`src/rtl/cap_pkg.sv`:
```
// Shared types and width helpers for the cap_frame_stream capture engine.
// Optional drop counter is enabled with the CAP_DROP_COUNT_EN macro.
package cap_pkg;

  typedef enum logic [1:0] {
    ST_IDLE    = 2'd0,
    ST_ARM     = 2'd1,
    ST_CAPTURE = 2'd2,
    ST_DRAIN   = 2'd3
  } cap_state_e;

  localparam int FRAME_CNT_W = 16;
  localparam int DROP_CNT_W  = 16;

  // Counter width for a range of n values; never below one bit so ROWS=1 still builds.
  function automatic int cnt_w(input int n);
    return (n < 2) ? 1 : $clog2(n);
  endfunction

endpackage

```
`src/rtl/cap_fifo.sv`:
```
// Synchronous show-ahead FIFO with flush; head is visible the cycle after it is written.
// Output data reads as zero while empty so the stream idles at a known value.
module cap_fifo
  import cap_pkg::*;
#(
  parameter int WIDTH = 8,
  parameter int DEPTH = 16
) (
  input  logic             clk,
  input  logic             rst,
  input  logic             flush,
  input  logic             wr_en,
  input  logic [WIDTH-1:0] wr_data,
  output logic             full,
  input  logic             rd_en,
  output logic [WIDTH-1:0] rd_data,
  output logic             valid
);

  localparam int AW = cnt_w(DEPTH);

  logic [AW-1:0]    wr_ptr_q, wr_ptr_d;
  logic [AW-1:0]    rd_ptr_q, rd_ptr_d;
  logic [AW:0]      count_q, count_d;
  logic [WIDTH-1:0] mem_q [DEPTH];
  logic             do_wr, do_rd;

  assign full    = (count_q == (AW+1)'(DEPTH));
  assign valid   = (count_q != '0);
  assign rd_data = valid ? mem_q[rd_ptr_q] : '0;
  // Fullness is the registered count, so a pop in the same cycle does not make room.
  assign do_wr   = wr_en & ~full & ~flush;
  assign do_rd   = rd_en & valid & ~flush;

  always_comb begin
    wr_ptr_d = wr_ptr_q;
    rd_ptr_d = rd_ptr_q;
    count_d  = count_q;
    if (flush) begin
      wr_ptr_d = '0;
      rd_ptr_d = '0;
      count_d  = '0;
    end else begin
      if (do_wr) wr_ptr_d = wr_ptr_q + AW'(1);
      if (do_rd) rd_ptr_d = rd_ptr_q + AW'(1);
      case ({do_wr, do_rd})
        2'b10:   count_d = count_q + (AW+1)'(1);
        2'b01:   count_d = count_q - (AW+1)'(1);
        default: count_d = count_q;
      endcase
    end
  end

  always_ff @(posedge clk) begin
    if (rst) begin
      wr_ptr_q <= '0;
      rd_ptr_q <= '0;
      count_q  <= '0;
    end else begin
      wr_ptr_q <= wr_ptr_d;
      rd_ptr_q <= rd_ptr_d;
      count_q  <= count_d;
    end
  end

  always_ff @(posedge clk) begin
    if (do_wr) mem_q[wr_ptr_q] <= wr_data;
  end

endmodule

```
`src/rtl/cap_frame_stream.sv`:
```
// Frame capture engine: frames a sensor pixel stream, buffers it and emits ready/valid.
// Define CAP_DROP_COUNT_EN to add the saturating DROP_CNT output.
module cap_frame_stream
  import cap_pkg::*;
#(
  parameter int PIX_W      = 8,
  parameter int NUM_CH     = 1,
  parameter int COLS       = 112,
  parameter int ROWS       = 112,
  parameter int FIFO_DEPTH = 16
) (
  input  logic                    SYSCLK,
  input  logic                    RESET,
  input  logic                    START,
  input  logic                    CONT,
  input  logic                    STOP,
  input  logic                    FRAME_START,
  input  logic                    PIX_VALID,
  input  logic [NUM_CH*PIX_W-1:0] PIX_DATA,
  output logic                    OUT_VALID,
  input  logic                    OUT_READY,
  output logic [NUM_CH*PIX_W-1:0] OUT_DATA,
  output logic                    OUT_LAST,
  output logic                    BUSY,
  output logic                    DONE,
  output logic                    OVERFLOW,
  output logic [FRAME_CNT_W-1:0]  FRAME_CNT
`ifdef CAP_DROP_COUNT_EN
  ,
  output logic [DROP_CNT_W-1:0]   DROP_CNT
`endif
);

  localparam int PW    = NUM_CH * PIX_W;
  localparam int COL_W = cnt_w(COLS);
  localparam int ROW_W = cnt_w(ROWS);
  localparam logic [COL_W-1:0] COL_LAST = COL_W'(COLS - 1);
  localparam logic [ROW_W-1:0] ROW_LAST = ROW_W'(ROWS - 1);

  cap_state_e             state_q, state_d;
  logic                   cont_q, cont_d;
  logic [COL_W-1:0]       col_q, col_d;
  logic [ROW_W-1:0]       row_q, row_d;
  logic [FRAME_CNT_W-1:0] frame_cnt_q, frame_cnt_d;
  logic                   overflow_q, overflow_d;
  logic                   done_q, done_d;
`ifdef CAP_DROP_COUNT_EN
  logic [DROP_CNT_W-1:0]  drop_cnt_q, drop_cnt_d;
`endif

  logic          wr_req, wr_last, flush;
  logic          fifo_full, fifo_valid;
  logic [PW:0]   fifo_rdata;

  always_comb begin
    state_d     = state_q;
    cont_d      = cont_q;
    col_d       = col_q;
    row_d       = row_q;
    frame_cnt_d = frame_cnt_q;
    overflow_d  = overflow_q;
    done_d      = 1'b0;
    wr_req      = 1'b0;
    wr_last     = 1'b0;
    flush       = 1'b0;
`ifdef CAP_DROP_COUNT_EN
    drop_cnt_d  = drop_cnt_q;
`endif
    case (state_q)
      ST_IDLE: begin
        if (START) begin
          state_d     = ST_ARM;
          cont_d      = CONT;
          col_d       = '0;
          row_d       = '0;
          frame_cnt_d = '0;
          overflow_d  = 1'b0;
`ifdef CAP_DROP_COUNT_EN
          drop_cnt_d  = '0;
`endif
        end
      end
      ST_ARM: begin
        if (PIX_VALID && FRAME_START) begin
          state_d = ST_CAPTURE;
          wr_req  = 1'b1;
          col_d   = COL_W'(1);
          row_d   = '0;
        end
      end
      ST_CAPTURE: begin
        if (PIX_VALID) begin
          wr_req = 1'b1;
          // A frame marker mid-frame restarts geometry at this pixel.
          if (FRAME_START) begin
            col_d = COL_W'(1);
            row_d = '0;
          end else if (col_q == COL_LAST) begin
            col_d = '0;
            if (row_q == ROW_LAST) begin
              wr_last     = 1'b1;
              row_d       = '0;
              frame_cnt_d = frame_cnt_q + FRAME_CNT_W'(1);
              state_d     = cont_q ? ST_ARM : ST_DRAIN;
            end else begin
              row_d = row_q + ROW_W'(1);
            end
          end else begin
            col_d = col_q + COL_W'(1);
          end
        end
      end
      ST_DRAIN: begin
        if (!fifo_valid) begin
          state_d = ST_IDLE;
          done_d  = 1'b1;
        end
      end
      default: state_d = ST_IDLE;
    endcase

    // Abort overrides everything, including a START in the same cycle.
    if (STOP) begin
      state_d     = ST_IDLE;
      flush       = 1'b1;
      wr_req      = 1'b0;
      wr_last     = 1'b0;
      done_d      = 1'b0;
      cont_d      = cont_q;
      frame_cnt_d = frame_cnt_q;
      overflow_d  = overflow_q;
`ifdef CAP_DROP_COUNT_EN
      drop_cnt_d  = drop_cnt_q;
`endif
    end

    if (wr_req && fifo_full) begin
      overflow_d = 1'b1;
`ifdef CAP_DROP_COUNT_EN
      if (drop_cnt_q != 16'hFFFF) drop_cnt_d = drop_cnt_q + DROP_CNT_W'(1);
`endif
    end
  end

  always_ff @(posedge SYSCLK) begin
    if (RESET) begin
      state_q     <= ST_IDLE;
      cont_q      <= 1'b0;
      col_q       <= '0;
      row_q       <= '0;
      frame_cnt_q <= '0;
      overflow_q  <= 1'b0;
      done_q      <= 1'b0;
`ifdef CAP_DROP_COUNT_EN
      drop_cnt_q  <= '0;
`endif
    end else begin
      state_q     <= state_d;
      cont_q      <= cont_d;
      col_q       <= col_d;
      row_q       <= row_d;
      frame_cnt_q <= frame_cnt_d;
      overflow_q  <= overflow_d;
      done_q      <= done_d;
`ifdef CAP_DROP_COUNT_EN
      drop_cnt_q  <= drop_cnt_d;
`endif
    end
  end

  cap_fifo #(
    .WIDTH(PW + 1),
    .DEPTH(FIFO_DEPTH)
  ) u_fifo (
    .clk    (SYSCLK),
    .rst    (RESET),
    .flush  (flush),
    .wr_en  (wr_req),
    .wr_data({wr_last, PIX_DATA}),
    .full   (fifo_full),
    .rd_en  (OUT_READY),
    .rd_data(fifo_rdata),
    .valid  (fifo_valid)
  );

  assign OUT_VALID = fifo_valid;
  assign OUT_DATA  = fifo_rdata[PW-1:0];
  assign OUT_LAST  = fifo_rdata[PW];
  assign BUSY      = (state_q != ST_IDLE);
  assign DONE      = done_q;
  assign OVERFLOW  = overflow_q;
  assign FRAME_CNT = frame_cnt_q;
`ifdef CAP_DROP_COUNT_EN
  assign DROP_CNT  = drop_cnt_q;
`endif

endmodule

```
`config.mk`:
```
export PLATFORM = sky130hd
export DESIGN_NAME = cap_frame_stream
export DESIGN_NICKNAME = d
export VERILOG_FILES = /design/src/rtl/cap_pkg.sv /design/src/rtl/cap_fifo.sv /design/src/rtl/cap_frame_stream.sv
export SDC_FILE = /design/constraint.sdc
export NUM_CORES = 1
export LEC_CHECK = 0
export BUFFER_PORTS_ARGS = -buffer_cell sky130_fd_sc_hd__buf_2
export CAP_MARGIN = 20
export CORE_MARGIN = 5
export CORE_UTILIZATION = 30
export DETAILED_ROUTE_END_ITERATION = 10
export PLACE_DENSITY = 0.56
export SYNTH_ARGS = -nofsm -noshare
export SYNTH_HDL_FRONTEND = slang
export SYNTH_HIERARCHICAL = 1
export SYNTH_SLANG_ARGS = --single-unit
```
`constraint.sdc`:
```
create_clock -name SYSCLK -period 6.2 [get_ports SYSCLK]
set_input_delay 0.62 -clock SYSCLK [delete_from_list [all_inputs] [get_ports SYSCLK]]
set_output_delay 0.62 -clock SYSCLK [all_outputs]
set_load 0.02 [all_outputs]
```
Yosys cells after proc, flatten, opt, wreduce, memory -nomap -nowiden
Memory sizes are Yosys's and may differ from the RTL's. A register that Yosys moved wholly into a read port is not among the register bits.
Cells that the tools add are included.
{ "word_totals": {"reg_bits": 48, "mem_count": 1, "input_bits": 16, "ramBits": 144, "out_inout_bits": 29, "wordCells": 111} }
{ "classes": {"n_reduce_logical": 19, "bitwise": 8, "add_sub_neg": 7, "eq_ne": 17, "n_mux": 49} }
{ "mem_list": {"columns": ["memory", "depth", "width", "rd", "rd_clocked_by_memory_dff", "wr", "line_no", "text"], "rows": [
  ["u_fifo.mem_q", 16, 9, 1, 1, 1, "cap_fifo.sv:25", "logic [WIDTH-1:0] mem_q [DEPTH];"]
]} }
{ "op_table": {"columns": ["operator", "count"], "rows": [
  ["16-bit 2-to-1 mux", 5],
  ["7-bit 2-to-1 mux", 10],
  ["7-bit one-hot mux with 3 select lines", 2],
  ["16-bit one-hot mux with 2 select lines", 1],
  ["1-bit 2-to-1 mux", 17],
  ["16-bit by 1-bit adder with 16-bit output (second input constant)", 1],
  ["2-bit 2-to-1 mux", 8],
  ["7-bit by 1-bit adder with 7-bit output (second input constant)", 2],
  ["7-bit == test (second input constant)", 2],
  ["2-bit inequality test (second input constant)", 7],
  ["7-bit AND reduction", 2],
  ["5-bit one-hot mux with 2 select lines", 1],
  ["2-bit nonzero test", 5],
  ["9-bit 2-to-1 mux", 1],
  ["4-bit by 1-bit adder with 4-bit output (second input constant)", 2],
  ["4-bit 2-to-1 mux", 2],
  ["2-bit one-hot mux with 4 select lines", 1],
  ["2-bit == test (second input constant)", 3],
  ["3-bit AND reduction", 2],
  ["5-bit by 1-bit adder with 5-bit output (second input constant)", 1],
  ["5-bit == test (second input constant)", 1],
  ["5-bit AND reduction", 1],
  ["5-bit nonzero test", 1],
  ["5-bit by 1-bit subtractor with 5-bit output (second input constant)", 1],
  ["12 further kinds", 21]
]} }

Depth between registers and ports, before layout
Gate-level depths: netlist (run 1).
{ "logic_depth": {"word_depth": 8, "mapped_depth": 14, "ltp_nobuf": 14} }

Hierarchy
The synthesis (run 1) kept the hierarchy.
{ "by_module_without_submodules": {"columns": ["mod", "area_each_um2", "cells_per_inst", "n_inst", "seq_area_each_um2"], "rows": [
  ["cap_fifo", 6625.1, 359, 1, 4664.5],
  ["cap_frame_stream", 2132.0, 255, 1, 700.7]
]} }

Worst setup path after synthesis (run 1)
No wires, ideal clock.
{ "synth_path": {"path_type": "register to register", "startpoint": "reg state_q[0]", "endpoint": "reg u_fifo.count_q[4]", "setup_ns": 0.120, "stages_incl_launch_ff": 15, "synth_period_minus_slack_ns": 3.052, "arrival_ns": 2.933, "slack_ns": 3.148, "required_time_ns": 6.080, "path_cell_list": "dfxtp_1 inv_1 ha_1 inv_1 nor4_1 nand2b_1 a21oi_2 inv_1 ha_1 xor2_1 ha_1 and2_1 o211ai_1 nand3_1 nor3b_2"} }
{ "synth_between": {"elab_chain_cells": 7, "word_cells_on_any_way": 10} }
{ "synth_lines": {"columns": ["item", "line_no", "text"], "rows": [
  ["start, declared", "cap_frame_stream.sv:40", "cap_state_e state_q, state_d;"],
  ["start signal, assigned", "cap_frame_stream.sv:158", "state_q <= state_d;"],
  ["2-bit == test / 2-bit by 1-bit == test with 1-bit output (equally long branches)", "cap_frame_stream.sv:69", "case (state_q)"],
  ["1-bit one-hot mux with 2 select lines (*)", "cap_frame_stream.sv:69", null],
  ["1-bit 2-to-1 mux (*)", "cap_frame_stream.sv:123", "if (STOP) begin"],
  ["net wr_req", "cap_frame_stream.sv:51", "logic wr_req, wr_last, flush;"],
  ["1-bit AND (*) (2 in series)", "cap_fifo.sv:32", "assign do_wr = wr_en & ~full & ~flush;"],
  ["2-bit by 1-bit == test with 1-bit output / 2-bit == test (equally long branches)", "cap_fifo.sv:46", "case ({do_wr, do_rd})"],
  ["5-bit one-hot mux with 2 select lines / 2-bit nonzero test (equally long branches)", null, null],
  ["end signal, assigned", "cap_fifo.sv:62", "count_q <= count_d;"],
  ["end, declared", "cap_fifo.sv:24", "logic [AW:0] count_q, count_d;"]
]} }
Mark *: on every way through the listed nets, which the timed path passes. The rest lies on a longest branch.
A chain may end at the register's enable or synchronous reset.

Final worst setup path (run 1)
{ "layout_path": {"startpoint": "reg state_q[1]", "endpoint": "reg u_fifo.count_q[4]"} }
Same word-level chain as after synthesis.

==> run summary, run 1 <==
Die W - 181 um
routed vias - 5149
crit path max fanout - 7
CP delay by family, top - simple AND/OR/NAND/NOR gates
Synth area leader - edfxtp_1
most frequent cells in the layout - edfxtp_1, dfxtp_1, buf_2
WP data required - 6.50 ns
Die Ht - 181 um
n_diodes - 0
CP Launch Type - flop
clock latency on the worst-skew pair - 0.43 ns
drt total wl - 18400 um
crit path kind - flop to flop
setup TNS - 0 ns
Syn Area/Cell - 14.3 um^2
Post-Place Setup Slack - 2.69 ns
number of synthesized flops with an enable pin - 144
Routed Antenna Nets - 0
layout cells sized above 1 - 18.9%
largest net degree at the start of global routing - 37
crit-path max cell delay - 0.57 ns
Final Max Slew Viols - 0
final setup violation count - 0
Tot GR Track Use - 11.5%
Synth Instances - 614
Ys Warns - 6
Layout Nets - 682
TritonCTS clock tree - done
Yosys cell types - 69
Max Clock Skew - 0.0125 ns
Synth area leaders - edfxtp_1, dfxtp_1, mux4_2
CP Capture Type - flop
Core Area - 28800 um^2
post-DR wirelength/cell - 17.5 um
Synth async-reset ratio - 0%
# rows - 62
TritonCTS Buffers - 17
Syn-to-layout area delta - 13.4%
global route overflow - 0
Sink Count - 196
RSZ-0062 raised after global routing - no
fin util - 34.5%
initial antenna violation count - 1
Via-to-Cell Ratio - 4.92
Slew headroom - 37.3%
max cap viols - 0
post-route clock period utilization - 56.8%
CP Cell Sequence - inv_1, ha_1, inv_1, nor4_1, nand2b_1, a21oi_2, inv_1, ha_1, xor2_1, ha_1, and2_1, o211ai_1, nand3_1, nor3b_2
cts hold-fix bufs - 0
Final Hold Fails - 0
Seq/Total Area, Yosys - 61.3%
Buf+Inv Stages, Crit Path - 3
routability cong. - 0.764
vias in the first global route - 5218
most common library cell in the layout ignoring fill and taps - edfxtp_1
# DRC - 0
leak pwr - 3.16 nW
initial DRC count - 335
#FFs+latches synth - 196
detailed placement HPWL - 11800 um
P per Cell Area - 262 nW/um^2
die area - 32700 um^2
Initial Util - 30.4%
1st-pass router iterations - 5
Worst IR Drop VDD - 0.199 mV
first-pass GRT wire length - 29400 um
slowest cell on the critical path - nor4_1
CTS Root Buffer Type - clkbuf_16
Most used DFF post-synth - edfxtp_1
num ports - 45
IO Port Bufs - 44
CTS Buffer Depth - 2
CTS resizes - 0
outcome - completed
slew at the pin with the worst max-slew slack - 0.934 ns
f_max - 284 MHz
Clock transition at path regs - 0.07 ns
Setup Buffers After CTS - 0
top-area cell type share of the netlist area - 49.4%
syn nets - 646
WP data arrival - 3.82 ns
CTS HTree Levels - 4
setup ws final - 2.68 ns
Final min period - 3.52 ns
Hold/Removal Path Class - input port to flop
Post-Syn Area - 8760 um^2
routing by layer:
metal / up-vias / track usage (%) / part of all wire, %
met4: 2 / 3.27 / 0.85
met2: 83 / 18.2 / 48
met3: 13 / 2.73 / 3.9
met1: 2550 / 15.7 / 47
li1: 2501 / - / -
met5: - / 0 / 0.071
state kept, by name, summed over array words and instances (netlist names), named ones only:
name,flops
row_q,7
OVERFLOW,1
col_q,7
u_fifo/count_q,5
DONE,1
FRAME_CNT,16
state_q,2
cont_q,1
u_fifo/rd_ptr_q,4
u_fifo/wr_ptr_q,4
u_fifo/mem_q,144
cell families (layout without fill, tap and decap cells):
| family | Yosys count | in the layout | synth area share (%) |
|---|---|---|---|
| buffers and inverters | 53 | 102 | 3.13 |
| adders and majority gates | 16 | 16 | 2.29 |
| AOI/OAI and AO/OA | 103 | 103 | 8.47 |
| muxes | 55 | 55 | 12.0 |
| and+or+nand+nor | 184 | 184 | 12.1 |
| xor gates and xnor gates | 7 | 7 | 0.786 |
| DFF | 196 | 196 | 61.3 |
power breakdown:
part	leakage, nW	internal [mW]	switching, mW
logic	1.17	0.0194	0.0526
registers	1.69	1.40	0.00118
clock network	0.297	0.622	0.510
total	3.16	2.04	0.563
tightest hold or removal path: stages:
cell     delay (ns)
buf_2          0.07
mux2i_1        0.05
nor2_1         0.07
synth_stat cells (3+ instances only):
cell / n
edfxtp_1: 144
dfxtp_1: 52
nor2_1: 33
nand3_1: 29
a21oi_1: 26
mux4_2: 23
nand2_1: 23
a211oi_1: 20
mux2i_1: 19
inv_1: 18
o21ai_0: 17
ha_1: 16
clkbuf_1: 15
or4_1: 14
mux4_1: 13
nor2b_1: 11
nand3b_1: 10
nor3_1: 10
nor4_1: 10
buf_2: 8
o31ai_1: 8
nand2b_1: 6
nand4_1: 6
buf_4: 5
or3_1: 5
a211o_1: 4
buf_6: 4
and4_1: 3
o211ai_1: 3
xnor2_1: 3
xor2_1: 3
final timing paths:
check        depth (start not counted)                 startpoint                        endpoint  slack [ns]
max                                 14    state_q[1]$_SDFFE_PP0P_  u_fifo/count_q[4]$_SDFFE_PP0P_        2.68
min                                  3                       CONT             cont_q$_SDFFE_PP0P_        0.41
max reg2reg                         14    state_q[1]$_SDFFE_PP0P_  u_fifo/count_q[4]$_SDFFE_PP0P_        2.68
min reg2reg                          2  FRAME_CNT[5]$_SDFFE_PP0P_       FRAME_CNT[5]$_SDFFE_PP0P_        0.49
area by class of cell:
| cell class | instances | area (um^2) |
|---|---|---|
| fill | 2768 | 18800 |
| sequential | 196 | 5370 |
| multi-input combinational | 365 | 3130 |
| tap | 384 | 480 |
| clock buffer | 20 | 447 |
| timing repair buffer | 52 | 280 |
| clock inverter | 12 | 156 |
| inverter | 18 | 67.6 |
through the flow:
stage	area [um^2]	hold slack [ns]	total power, mW	cells
after global placement	9320	0.467	1.50	1014
after detailed placement	9330	0.482	1.51	1015
final	9930	0.415	2.61	1047
after global routing	9930	0.417	2.70	1047
after CTS	9930	0.399	2.64	1047
after floorplan	8760	0.461	1.47	614
Power figures use the tool's default switching activity.
==> run 2, diff against run 1 <==
- clock period: 6.2 -> 3.6 ns (I/O delays scaled with it)
==> run 2 against run 1 <==
Effect of this change: sequential power grew 73%; clock skew grew 0.0061 ns; combinational power grew 67%; via count grew 3.4%; critical path depth is the same.
==> run summary, run 2 (synthesis gave the netlist of run 1 again) <==
Clock transition at path regs - 0.09 ns
placed inst area - 9450 um^2
CTS Buffer Depth - 2
post-route clock period utilization - 90.2%
Buf+Inv Stages, Crit Path - 3
cts hold-fix bufs - 0
Worst Hold Slack - 0.147 ns
Final min period - 3.25 ns
vias in the first global route - 5108
CTS Root Buffer Type - clkbuf_16
placed instance count - 1032
Die Ht - 181 um
total power - 4.62 mW
TritonCTS Buffers - 17
Die W - 181 um
CP Cell Sequence - inv_1, ha_1, inv_1, nor4_2, nand2b_1, a21oi_2, inv_1, ha_1, xor2_1, ha_1, and2_1, o211ai_1, nand3_1, nor3b_2
RSZ-0062 raised after global routing - no
IO Port Bufs - 44
reg2reg start - state_q[0]$_SDFFE_PP0P_
Flop pwr share - 52.3%
largest reg by FF count - u_fifo/mem_q
fin util - 35.1%
Final Hold Fails - 0
slowest cell on the critical path - nor4_2
CTS HTree Levels - 4
routed vias - 5325
Via-to-Cell Ratio - 5.00
final setup violation count - 0
combinational share of power - 2.6%
Max Clock Skew - 0.0187 ns
CP Launch Type - flop
Core Area - 28800 um^2
TritonCTS clock tree - done
Hold/Removal Path Class - input port to flop
initial antenna violation count - 0
Worst IR Drop VDD - 0.285 mV
Sink Count - 196
WP data required - 3.89 ns
initial DRC count - 380
max reg flops - 144
routability cong. - 0.780
hold path cells - 3
terminus of the critical flop-to-flop path - u_fifo/count_q[4]$_SDFFE_PP0P_
Non-Filler Instances - 1064
largest net degree at the start of global routing - 28
n_diodes - 0
most common library cell in the layout ignoring fill and taps - edfxtp_1
Clock power frac - 45.1%
Layout Nets - 699
die area - 32700 um^2
Worst Hold End - cont_q$_SDFFE_PP0P_
drt total wl - 18200 um
switching part of the total power - 25.3%
Tot GR Track Use - 11.1%
WP data arrival - 3.54 ns
Routed Antenna Nets - 0
FF-to-FF setup slack - 0.35 ns
post-DR wirelength/cell - 17.1 um
first-pass GRT wire length - 28800 um
num ports - 45
# rows - 62
CP Capture Type - flop
CP delay by family, top - simple AND/OR/NAND/NOR gates
max cap viols - 0
Post-Place Setup Slack - 0.259 ns
f_max - 308 MHz
global route overflow - 0
P_int - 3.45 mW
slew at the pin with the worst max-slew slack - 0.895 ns
setup ws final - 0.351 ns
crit path kind - flop to flop
Worst Min Path Start - CONT
1st-pass router iterations - 4
leak pwr - 3.27 nW
detailed placement HPWL - 11800 um
Syn-to-layout area delta - 15.5%
Switch Pwr - 1.17 mW
crit path max fanout - 6
worst reg2reg path depth - 14
Initial Util - 30.4%
setup TNS - 0 ns
layout cells sized above 1 - 21.3%
most frequent cells in the layout - edfxtp_1, dfxtp_1, buf_2
P per Cell Area - 457 nW/um^2
Final Max Slew Viols - 0
clock latency on the worst-skew pair - 0.44 ns
Slew headroom - 40.3%
outcome - completed
Final Instance Area - 10100 um^2
# DRC - 0
crit-path max cell delay - 0.44 ns
-- run 2: power by group through the flow --
stage | Clock [mW] | Combinational (mW) | Sequential (mW)
floorplan | 0 | 0.0712 | 2.47
global placement | 0 | 0.120 | 2.47
detailed placement | 0 | 0.122 | 2.47
CTS | 2.15 | 0.122 | 2.42
global route | 2.25 | 0.134 | 2.42
finish | 2.09 | 0.120 | 2.42
-- run 2: worst reg2reg max path, cell delays in order (launching register included) --
cell,delay (ns)
dfxtp_1,0.43
inv_1,0.12
ha_1,0.33
inv_1,0.08
nor4_2,0.44
nand2b_1,0.18
a21oi_2,0.17
inv_1,0.06
ha_1,0.27
xor2_1,0.17
ha_1,0.23
and2_1,0.17
o211ai_1,0.19
nand3_1,0.10
nor3b_2,0.15
-- run 2: cell type report --
type / count / area (um^2)
Inverter: 18 / 67.6
Clock inverter: 15 / 236
Sequential cell: 196 / 5370
Clock buffer: 17 / 425
Multi-Input combinational cell: 365 / 3130
Timing Repair Buffer: 69 / 408
Fill cell: 2791 / 18700
Tap cell: 384 / 480
-- run 2: worst max-delay path by stage --
stage / start / to / slack (ns) / cells past startpoint
finish: state_q[0]$_SDFFE_PP0P_ / u_fifo/count_q[4]$_SDFFE_PP0P_ / 0.35 / 14
global route: state_q[0]$_SDFFE_PP0P_ / u_fifo/count_q[4]$_SDFFE_PP0P_ / 0.08 / 14
CTS: state_q[0]$_SDFFE_PP0P_ / u_fifo/count_q[4]$_SDFFE_PP0P_ / 0.22 / 14
detailed placement: state_q[0]$_SDFFE_PP0P_ / u_fifo/count_q[4]$_SDFFE_PP0P_ / 0.26 / 14
global placement: state_q[0]$_SDFFE_PP0P_ / u_fifo/count_q[4]$_SDFFE_PP0P_ / 0.40 / 14
floorplan: state_q[0]$_SDFFE_PP0P_ / u_fifo/count_q[4]$_SDFFE_PP0P_ / 0.55 / 14
-- run 2: what timing repair did --
| action | in CTS | in global routing |
|---|---|---|
| resized for setup | 0 | 1 |
| endpoints found under the setup margin | 0 | 1 |
| buffers inserted | 0 | 0 |
-- run 2: metal layers --
layer  global-route usage [%]  part of all wire [%]  vias up
li1                         -                     -     2539
met1                     15.6                    48     2682
met2                     17.7                    48       91
met3                     2.29                   3.6       13
met4                     3.02                  0.98        0
met5                        0                     0        -
==> run 3, diff against run 2 <==
- CELL_PAD_IN_SITES_DETAIL_PLACEMENT: not set -> 1
- CELL_PAD_IN_SITES_GLOBAL_PLACEMENT: not set -> 1
- PLACE_DENSITY: 0.56 -> 0.62
==> run 3 against run 2 <==
Effect of this change: register-to-register slack improved by 0.02 ns; total power decreased by 1.4%; worst hold slack improved by 0.013 ns; via count increased by 2.4%; non-clock buffer count increased by 1; largest power group unchanged; highest routed layer is now met5.
==> run summary, run 3 (synthesis gave the netlist of run 1 again) <==
outcome - completed
Routed Antenna Nets - 0
Switch Pwr - 1.08 mW
TritonCTS clock tree - done
Final Hold Fails - 0
setup TNS - 0 ns
# rows - 62
fillers - 3043
post-DR wirelength/cell - 19.2 um
crit-path max cell delay - 0.44 ns
clock latency on the worst-skew pair - 0.44 ns
Die Ht - 181 um
initial DRC count - 299
CP Capture Type - flop
CTS HTree Levels - 4
Final Max Slew Viols - 0
post-route clock period utilization - 89.6%
P_int - 3.48 mW
Die W - 181 um
switching part of the total power - 23.7%
CP delay by family, top - simple AND/OR/NAND/NOR gates
CP Launch Type - flop
most common library cell in the layout ignoring fill and taps - edfxtp_1
die area - 32700 um^2
initial antenna violation count - 1
final setup violation count - 0
routed vias - 5451
max reg flops - 144
CTS Root Buffer Type - clkbuf_16
placed inst area - 9470 um^2
CTS resizes - 0
WP data arrival - 3.56 ns
# DRC - 0
P per Cell Area - 450 nW/um^2
Slew headroom - 42.6%
Syn-to-layout area delta - 15.6%
RSZ-0062 raised after global routing - no
crit path kind - flop to flop
crit path max fanout - 6
Buf+Inv Stages, Crit Path - 4
Clock transition at path regs - 0.08 ns
CTS Buffer Depth - 2
Final Instance Area - 10100 um^2
Layout Nets - 700
Sink Count - 196
Via-to-Cell Ratio - 5.12
max cap viols - 0
largest net degree at the start of global routing - 37
Hold/Removal Path Class - input port to flop
CP Cell Sequence - inv_1, ha_1, inv_1, nor4_1, buf_4, nand2b_1, a21oi_2, inv_1, ha_1, xor2_1, ha_1, and2_1, o211ai_1, nand3_1, nor3b_2
1st-pass router iterations - 5
drt total wl - 20400 um
Flop pwr share - 53.0%
largest reg by FF count - u_fifo/mem_q
Initial Util - 30.4%
slew at the pin with the worst max-slew slack - 0.860 ns
f_max - 310 MHz
first-pass GRT wire length - 33000 um
combinational share of power - 2.7%
routability cong. - 0.786
slowest cell on the critical path - dfxtp_1
Final min period - 3.23 ns
layout cells sized above 1 - 21.3%
n_diodes - 0
WP data required - 3.93 ns
num ports - 45
global route overflow - 0
Core Area - 28800 um^2
most frequent cells in the layout - edfxtp_1, dfxtp_1, buf_2
leak pwr - 3.27 nW
Tot GR Track Use - 12.6%
cts hold-fix bufs - 0
IO Port Bufs - 44
Max Clock Skew - 0.0133 ns
Worst IR Drop VDD - 0.233 mV
Clock power frac - 44.2%
Setup Buffers After CTS - 0
vias in the first global route - 5850
detailed placement HPWL - 14200 um
TritonCTS Buffers - 17
Worst Hold Slack - 0.160 ns
==> run 3: routing by layer <==
metal,track usage [%],share of wire (%),up-vias
li1,-,-,2534
met5,0,0.064,-
met3,2.80,2.8,22
met2,21.2,50,92
met4,3.30,1.4,2
met1,16.5,46,2801
==> run 3: final cells by class <==
class	count	area [um^2]	area share, %
Clock inverter	15	228	2.25
Timing Repair Buffer	70	428	4.23
Tap cell	384	480	4.75
Clock buffer	17	425	4.20
Inverter	18	67.6	0.668
Sequential cell	196	5370	53.0
Multi-Input combinational cell	365	3120	30.9
==> run 3: power groups by stage <==
| stage | clock [mW] | combinational [mW] | sequential [mW] |
|---|---|---|---|
| detailed placement | 0 | 0.125 | 2.47 |
| floorplan | 0 | 0.0712 | 2.47 |
| global placement | 0 | 0.114 | 2.47 |
| finish | 2.01 | 0.124 | 2.42 |
| CTS | 2.07 | 0.125 | 2.42 |
| global route | 2.18 | 0.139 | 2.42 |
==> run 3: metrics by stage <==
step	worst slack [ns]	util (%)	total power [mW]	cells
after floorplan	0.548	-	2.54	614
after global placement	0.586	32.9	2.58	1032
after detailed placement	0.384	32.9	2.59	1033
after CTS	0.369	35.2	4.62	1065
after global routing	0.137	35.2	4.74	1065
final	0.373	35.2	4.56	1065
==> run 3: path summary, 6_finish.rpt <==
kind                              start                        endpoint  slack (ns)  depth (start not counted)
max             state_q[0]$_SDFFE_PP0P_  u_fifo/count_q[4]$_SDFFE_PP0P_        0.37                         15
min                                CONT             cont_q$_SDFFE_PP0P_        0.16                          3
max reg2reg     state_q[0]$_SDFFE_PP0P_  u_fifo/count_q[4]$_SDFFE_PP0P_        0.37                         15
min reg2reg  FRAME_CNT[15]$_SDFFE_PP0P_      FRAME_CNT[15]$_SDFFE_PP0P_        0.50                          2
==> run 3: worst min-delay path: cells and delay by family <==
family,cells,cell delay [ns]
buffers and inverters,1,0.08
multiplexers,1,0.05
AND/OR/NAND/NOR,1,0.07
